`src/rtl/qmem_arb_pkg.sv`:
```
// Shared definitions for the two-master qmem arbiter: grant encoding and width.
package qmem_arb_pkg;

  localparam int GNT_W = 2;

  typedef enum logic [GNT_W-1:0] {
    GNT_NONE = 2'd0,
    GNT_M0   = 2'd1,
    GNT_M1   = 2'd2
  } gnt_t;

endpackage

```
`src/rtl/qmem_arb2.sv`:
```
// Two-master to one-slave qmem arbiter. A registered grant selects which
// master's request is muxed onto the slave; ack/err return to the owner only
// and read data is broadcast. Round-robin by default; define
// QMEM_ARB_FIXED_PRIO_EN for fixed priority with master 0 always winning.
module qmem_arb2
  import qmem_arb_pkg::*;
#(
  parameter int QAW = 32,
  parameter int QDW = 32,
  parameter int QSW = QDW/8
) (
  input  logic           clk,
  input  logic           rst,
  input  logic [QAW-1:0] m0_adr,
  input  logic           m0_cs,
  input  logic           m0_we,
  input  logic [QSW-1:0] m0_sel,
  input  logic [QDW-1:0] m0_dat_w,
  output logic [QDW-1:0] m0_dat_r,
  output logic           m0_ack,
  output logic           m0_err,
  input  logic [QAW-1:0] m1_adr,
  input  logic           m1_cs,
  input  logic           m1_we,
  input  logic [QSW-1:0] m1_sel,
  input  logic [QDW-1:0] m1_dat_w,
  output logic [QDW-1:0] m1_dat_r,
  output logic           m1_ack,
  output logic           m1_err,
  output logic [QAW-1:0] s_adr,
  output logic           s_cs,
  output logic           s_we,
  output logic [QSW-1:0] s_sel,
  output logic [QDW-1:0] s_dat_w,
  input  logic [QDW-1:0] s_dat_r,
  input  logic           s_ack,
  input  logic           s_err
);

  gnt_t gnt;
  gnt_t gnt_nxt;
  logic last;  // 0: master 0 was granted most recently, 1: master 1

  // Next owner. The current owner keeps the slave while its transfer is
  // stalled; once it completes or drops cs, the other master may take over.
  function automatic gnt_t next_gnt(input gnt_t cur, input logic lst,
                                    input logic c0, input logic c1,
                                    input logic ack);
    gnt_t n;
    gnt_t tie;
    n = cur;
`ifdef QMEM_ARB_FIXED_PRIO_EN
    tie = GNT_M0;
`else
    tie = lst ? GNT_M0 : GNT_M1;
`endif
    case (cur)
      GNT_NONE: begin
        if (c0 && c1)  n = tie;
        else if (c0)   n = GNT_M0;
        else if (c1)   n = GNT_M1;
        else           n = GNT_NONE;
      end
      GNT_M0: begin
        if (c0) begin
`ifdef QMEM_ARB_FIXED_PRIO_EN
          n = GNT_M0;
`else
          if (ack) n = c1 ? GNT_M1 : GNT_M0;
`endif
        end else begin
          n = c1 ? GNT_M1 : GNT_NONE;
        end
      end
      GNT_M1: begin
        if (c1) begin
          if (ack) n = c0 ? GNT_M0 : GNT_M1;
        end else begin
          n = c0 ? GNT_M0 : GNT_NONE;
        end
      end
      default: n = GNT_NONE;
    endcase
    return n;
  endfunction

  // Evaluate the grant decision for the coming edge.
  always_comb begin
    gnt_nxt = next_gnt(gnt, last, m0_cs, m1_cs, s_ack);
  end

  // Grant and last-owner registers; reset drops ownership immediately.
  always_ff @(posedge clk or posedge rst) begin
    if (rst) begin
      gnt  <= GNT_NONE;
      last <= 1'b1;
    end else begin
      gnt <= gnt_nxt;
      if (gnt_nxt == GNT_M0)      last <= 1'b0;
      else if (gnt_nxt == GNT_M1) last <= 1'b1;
    end
  end

  // Owner mux onto the slave and owner-only ack/err return.
  always_comb begin
    s_adr   = '0;
    s_cs    = 1'b0;
    s_we    = 1'b0;
    s_sel   = '0;
    s_dat_w = '0;
    m0_ack  = 1'b0;
    m0_err  = 1'b0;
    m1_ack  = 1'b0;
    m1_err  = 1'b0;
    case (gnt)
      GNT_M0: begin
        s_adr   = m0_adr;
        s_cs    = m0_cs;
        s_we    = m0_we;
        s_sel   = m0_sel;
        s_dat_w = m0_dat_w;
        m0_ack  = s_ack;
        m0_err  = s_err;
      end
      GNT_M1: begin
        s_adr   = m1_adr;
        s_cs    = m1_cs;
        s_we    = m1_we;
        s_sel   = m1_sel;
        s_dat_w = m1_dat_w;
        m1_ack  = s_ack;
        m1_err  = s_err;
      end
      default: ;
    endcase
  end

  // Read data goes to both masters; each samples it on its own schedule.
  assign m0_dat_r = s_dat_r;
  assign m1_dat_r = s_dat_r;

endmodule
```
`config.mk`:
```
export PLATFORM = sky130hd
export DESIGN_NAME = qmem_arb2
export DESIGN_NICKNAME = d
export VERILOG_FILES = /design/src/rtl/qmem_arb_pkg.sv /design/src/rtl/qmem_arb2.sv
export SDC_FILE = /design/constraint.sdc
export NUM_CORES = 1
export LEC_CHECK = 0
export CORE_AREA = 2 2 123 125
export CTS_BUF_LIST = sky130_fd_sc_hd__clkbuf_4 sky130_fd_sc_hd__clkbuf_8
export DETAILED_ROUTE_END_ITERATION = 16
export DIE_AREA = 0 0 125 127
export SLEW_MARGIN = 20
export SYNTH_ARGS = -nofsm -noshare
export SYNTH_HDL_FRONTEND = slang
export SYNTH_SLANG_ARGS = --single-unit
```
`constraint.sdc`:
```
create_clock -name clk -period 1.95 [get_ports clk]
set_input_delay 0.39 -clock clk [delete_from_list [all_inputs] [get_ports clk]]
set_output_delay 0.39 -clock clk [all_outputs]
set_load 0.01 [all_outputs]
```
### Word level (Yosys, flattened, before mapping)

Index checks and enable logic that the tools add are counted.

| cells by class | value |
|---|---|
| reductions and logical operators | 3 |
| multiplexer cells | 23 |
| eq/ne operators | 4 |

Operators by type and width:

| cell | count |
|---|---|
| $pmux W32 S2 | 2 |
| $mux W2 | 10 |
| $pmux W4 S2 | 1 |
| $mux W1 | 7 |
| $pmux W2 S3 | 1 |
| $eq A2 B1 Y1 const B | 2 |
| $eq A2 B2 Y1 const B | 2 |
| $pmux W1 S2 | 2 |
| $logic_not A2 Y1 | 1 |
| $reduce_bool A2 Y1 | 1 |
| $logic_and A1 B1 Y1 | 1 |

| storage, ports and cells | value |
|---|---|
| flip-flop bits (word level) | 3 |
| output and inout bits | 138 |
| word-level logic and storage cells | 32 |

### Depth between registers and ports, before layout

| depth | value |
|---|---|
| depth in word-level cells | 7 |
| gate-level depth with buffers | 9 |
| mapped depth without buffers | 8 |

### Worst setup path before layout

Ideal clock, no wire load.

| path | value |
|---|---|
| path type | register to output |
| from | register gnt[0] |
| to | output s_adr[0] |
| cell stages (with the launch flop) | 7 |
| buffers on the path | 2 |
| data arrival time | 1404 ps |
| path slack | 156 ps |
| cell sequence | dfrtp_1 -> inv_1 -> ha_1 -> buf_2 -> buf_1 -> a22oi_1 -> nor2b_1 |

| between the ends | value |
|---|---|
| longest elaborated chain between the ends | 2 |

Ends and longest elaborated chain:

| item | line | text |
|---|---|---|
| start: declaration | qmem_arb2.sv:40 | `gnt_t gnt;` |
| start signal: assignment | qmem_arb2.sv:98 | `gnt <= gnt_nxt;` |
| $eq A2 B2 Y1 or $eq A2 B1 Y1 (tied branches) | qmem_arb2.sv:115 | `case (gnt)` |
| $pmux W32 S2 (*) | qmem_arb2.sv:115 |  |
| end: declaration | qmem_arb2.sv:30 | `output logic [QAW-1:0] s_adr,` |

Every way passes the cells marked *; elsewhere a longest branch is shown, timed or not.

### Worst setup path in the final report

| path | value |
|---|---|
| from | register gnt[0] |
| to | output s_adr[25] |

Same word-level chain as after synthesis.

==> impl_metrics.json <==
{
  "powerDensity_nw_per_um2": 1410,
  "most_frequent_standard_cell_in_the_layout_excluding_fill_and_tap_cells": "clkdlybuf4s50_1",
  "ys_ff_latch": 3,
  "routed-wl-met3_um": 883,
  "cell_internal_pwr_w": 0.00435,
  "synthesis.area_per_instance_um2": 7.04,
  "count_of_different_cell_masters_after_synthesis": 26,
  "route.antenna.remaining_nets": 0,
  "worstHoldPathType": "in -> async",
  "chipHeight_um": 127,
  "ctsLongestPathBuffers": 2,
  "design.die.area_um2": 15900,
  "dominantRegCellSynth": "dfrtp_1",
  "number_of_design_rule_violations_left_by_the_first_detailed_router_iteration": 97,
  "timing_worst_slew_pin_value_ps": 281,
  "hold_buffers": 0,
  "max-slew-margin-rel": 0.813,
  "synth.cell_area_um2": 1860,
  "report.final.setup_viol": 71,
  "irDropWorstVdd_uv": 497,
  "timing.final.hold_violations": 0,
  "edff_count_synth": 0,
  "cts.reportedPaths.clkPinSlew_ps": 30,
  "total_power_w": 0.00728,
  "grt_max_degree": 22,
  "sw_frac_of_total": 0.403,
  "route.layer.met1.wl_mm": 4.57,
  "number_of_i_o_port_buffers": 217,
  "multiInputGateArea_um2": 1790,
  "finalWirelength_mm": 12.8,
  "drv_cap": 0,
  "gp_congestion": 0.852,
  "initial_utilization": 0.129,
  "final_min_period_over_clock_period": 1.09,
  "grt_pass1_vias": 3054,
  "nNetsFinal": 643,
  "p_leak_nw": 2.00,
  "ff_latch_area_um2": 76.3,
  "comb_power_share": 0.955,
  "synth.net_count": 445,
  "cts-root-buf": "clkbuf_8",
  "async_flop_share": 1.00,
  "finalClockSkew_ps": 1.67,
  "timing_max_transition_violations_final": 0,
  "crit_path_start_kind": "flip-flop",
  "maxUsedRoutingLayer": "met4",
  "num_rows": 44,
  "setup.worst_path.class": "reg -> out",
  "fillers": 1471,
  "final_core_utilization": 0.357,
  "post-dp-hpwl_mm": 6.87,
  "global_route.overflow_total": 0,
  "hold-worst-slack_ps": 351,
  "drive_gt1_frac": 0.536,
  "pre_cts_ws_ps": -316,
  "core_region_area_um2": 14400,
  "critical_path.max_fanout": 6,
  "htree_levels": 1,
  "setup.worst_path.end_class": "output pin",
  "ios": 314,
  "vias": 2804,
  "final.setup.worst_slack_ps": -178,
  "clkPwrFrac": 0.027,
  "routed-wl-met2_mm": 6.69,
  "die_w_um": 125,
  "finish.cell_count_without_fillers": 646,
  "wl_per_cell_um": 19.8,
  "grt_setup_unrepaired": "yes",
  "syn_to_final_growth_pct": 177,
  "grt.total_usage": 0.142,
  "run_status": "finished with violations",
  "place.detailed.instances": 590,
  "grt_antenna_before_repair": 0,
  "violations_in_the_final_reports": "setup timing",
  "clock_insertion_delay_worst_skew_ps": 220,
  "layout.cells.most_common_list": "clkdlybuf4s50_1, a22oi_2, buf_2, nor2b_1, buf_6",
  "timing.critical_path.required_ps": 1560,
  "synth.yosys.seq_area_share": 0.0410,
  "ys.warnings.count": 0,
  "cts.sinks": 3,
  "seq_power_share": 0.018,
  "cts-buffers-inserted": 3,
  "vias_per_inst": 4.34,
  "tritoncts": "yes",
  "total_switching_power_w": 0.00293,
  "netlist_instances": 264,
  "period_minus_slack_ps": 2130,
  "first_pass_iteration_count_of_the_detailed_router": 4,
  "critical_path_arrival_ps": 1740,
  "max_clock_freq_mhz": 470,
  "wire_length_of_the_first_global_routing_pass_mm": 17.3,
  "drcViolationCount": 0
}
==> per-layer routing <==
| metal | GRT usage | vias to the layer above |
|---|---|---|
| li1 | - | 1270 |
| met1 | 0.150 | 1320 |
| met2 | 0.267 | 162 |
| met3 | 0.0235 | 52 |
| met4 | 0.0804 | 0 |
| met5 | 0 | - |
==> worst max-delay path, stage by stage (launching register included) <==
cell and delay, ps:
dfrtp_1 400, buf_6 130, ha_4 200, buf_12 160, buf_16 140, buf_6 110, a22oi_2 150, nor2b_1 70
buf_2 140
==> power groups by stage <==
stage               Combinational (W)  Sequential [W]  Clock [W]
floorplan                     0.00197        0.000125          0
detailed placement            0.00371        0.000124          0
global placement              0.00369        0.000123          0
finish                        0.00695        0.000130   0.000198
global route                  0.00734        0.000135   0.000208
CTS                           0.00630        0.000127   0.000203
==> repair_timing <==
action | 4_1_cts | 5_1_grt
buffers inserted | 28 | 8
endpoints found under the setup margin | 75 | 74
cloned | 17 | 3
pin swaps | 20 | 15
gates resized for setup | 403 | 71
==> layout make-up <==
| type | count | area share |
|---|---|---|
| sequential | 3 | 0.0148 |
| tap | 184 | 0.0447 |
| clock buffer | 4 | 0.00947 |
| timing repair buffer | 280 | 0.580 |
| inverter | 5 | 0.00364 |
| multi-input combinational | 169 | 0.347 |
| antenna | 1 | 0.000485 |
==> stage by stage <==
stage	setup TNS (ps)	area, um2
2_1_floorplan	0	1860
3_3_place_gp	-10210	3860
3_5_place_dp	-12560	3860
4_1_cts	-8040	4810
5_1_grt	-12470	5150
6_report	-7210	5150
==> cells by family after synthesis <==
family | count (synthesis) | share of synthesized area
buf+inv | 92 | 0.317
simple gates | 86 | 0.285
compound gates | 76 | 0.310
fa+ha+maj | 5 | 0.0336
flops | 3 | 0.0411
mux | 2 | 0.0135
==> final timing paths <==
kind | to | startpoint | cells after the start | slack, ps
worst min-delay path | gnt[1]$_DFF_PP0_ | rst | 2 | 350
worst max register to register | last$_DFFE_PP1P_ | gnt[1]$_DFF_PP0_ | 9 | -30
min in group clk | last$_DFFE_PP1P_ | last$_DFFE_PP1P_ | 2 | 480
worst min register to register | last$_DFFE_PP1P_ | last$_DFFE_PP1P_ | 2 | 480
worst max-delay path | s_adr[25] | gnt[0]$_DFF_PP0_ | 8 | -180
max in group asynchronous | last$_DFFE_PP1P_ | rst | 2 | 1390
==> state kept, by name (all words and copies together), names as in the netlist <==
register,cells
gnt,2
last,1
==> synthesized netlist by cell type, types with 2 or more instances <==
cell type	count	area share
buf_2	3	0.0081
buf_1	9	0.018
nand2b_1	2	0.0067
inv_1	5	0.010
a22oi_1	70	0.28
ha_1	5	0.034
nor2b_1	72	0.24
dfrtp_1	2	0.027
buf_4	64	0.26
clkbuf_1	11	0.022
and2_1	4	0.013
nand2_1	3	0.0061
No activity file was read; power rests on OpenSTA's default activity.
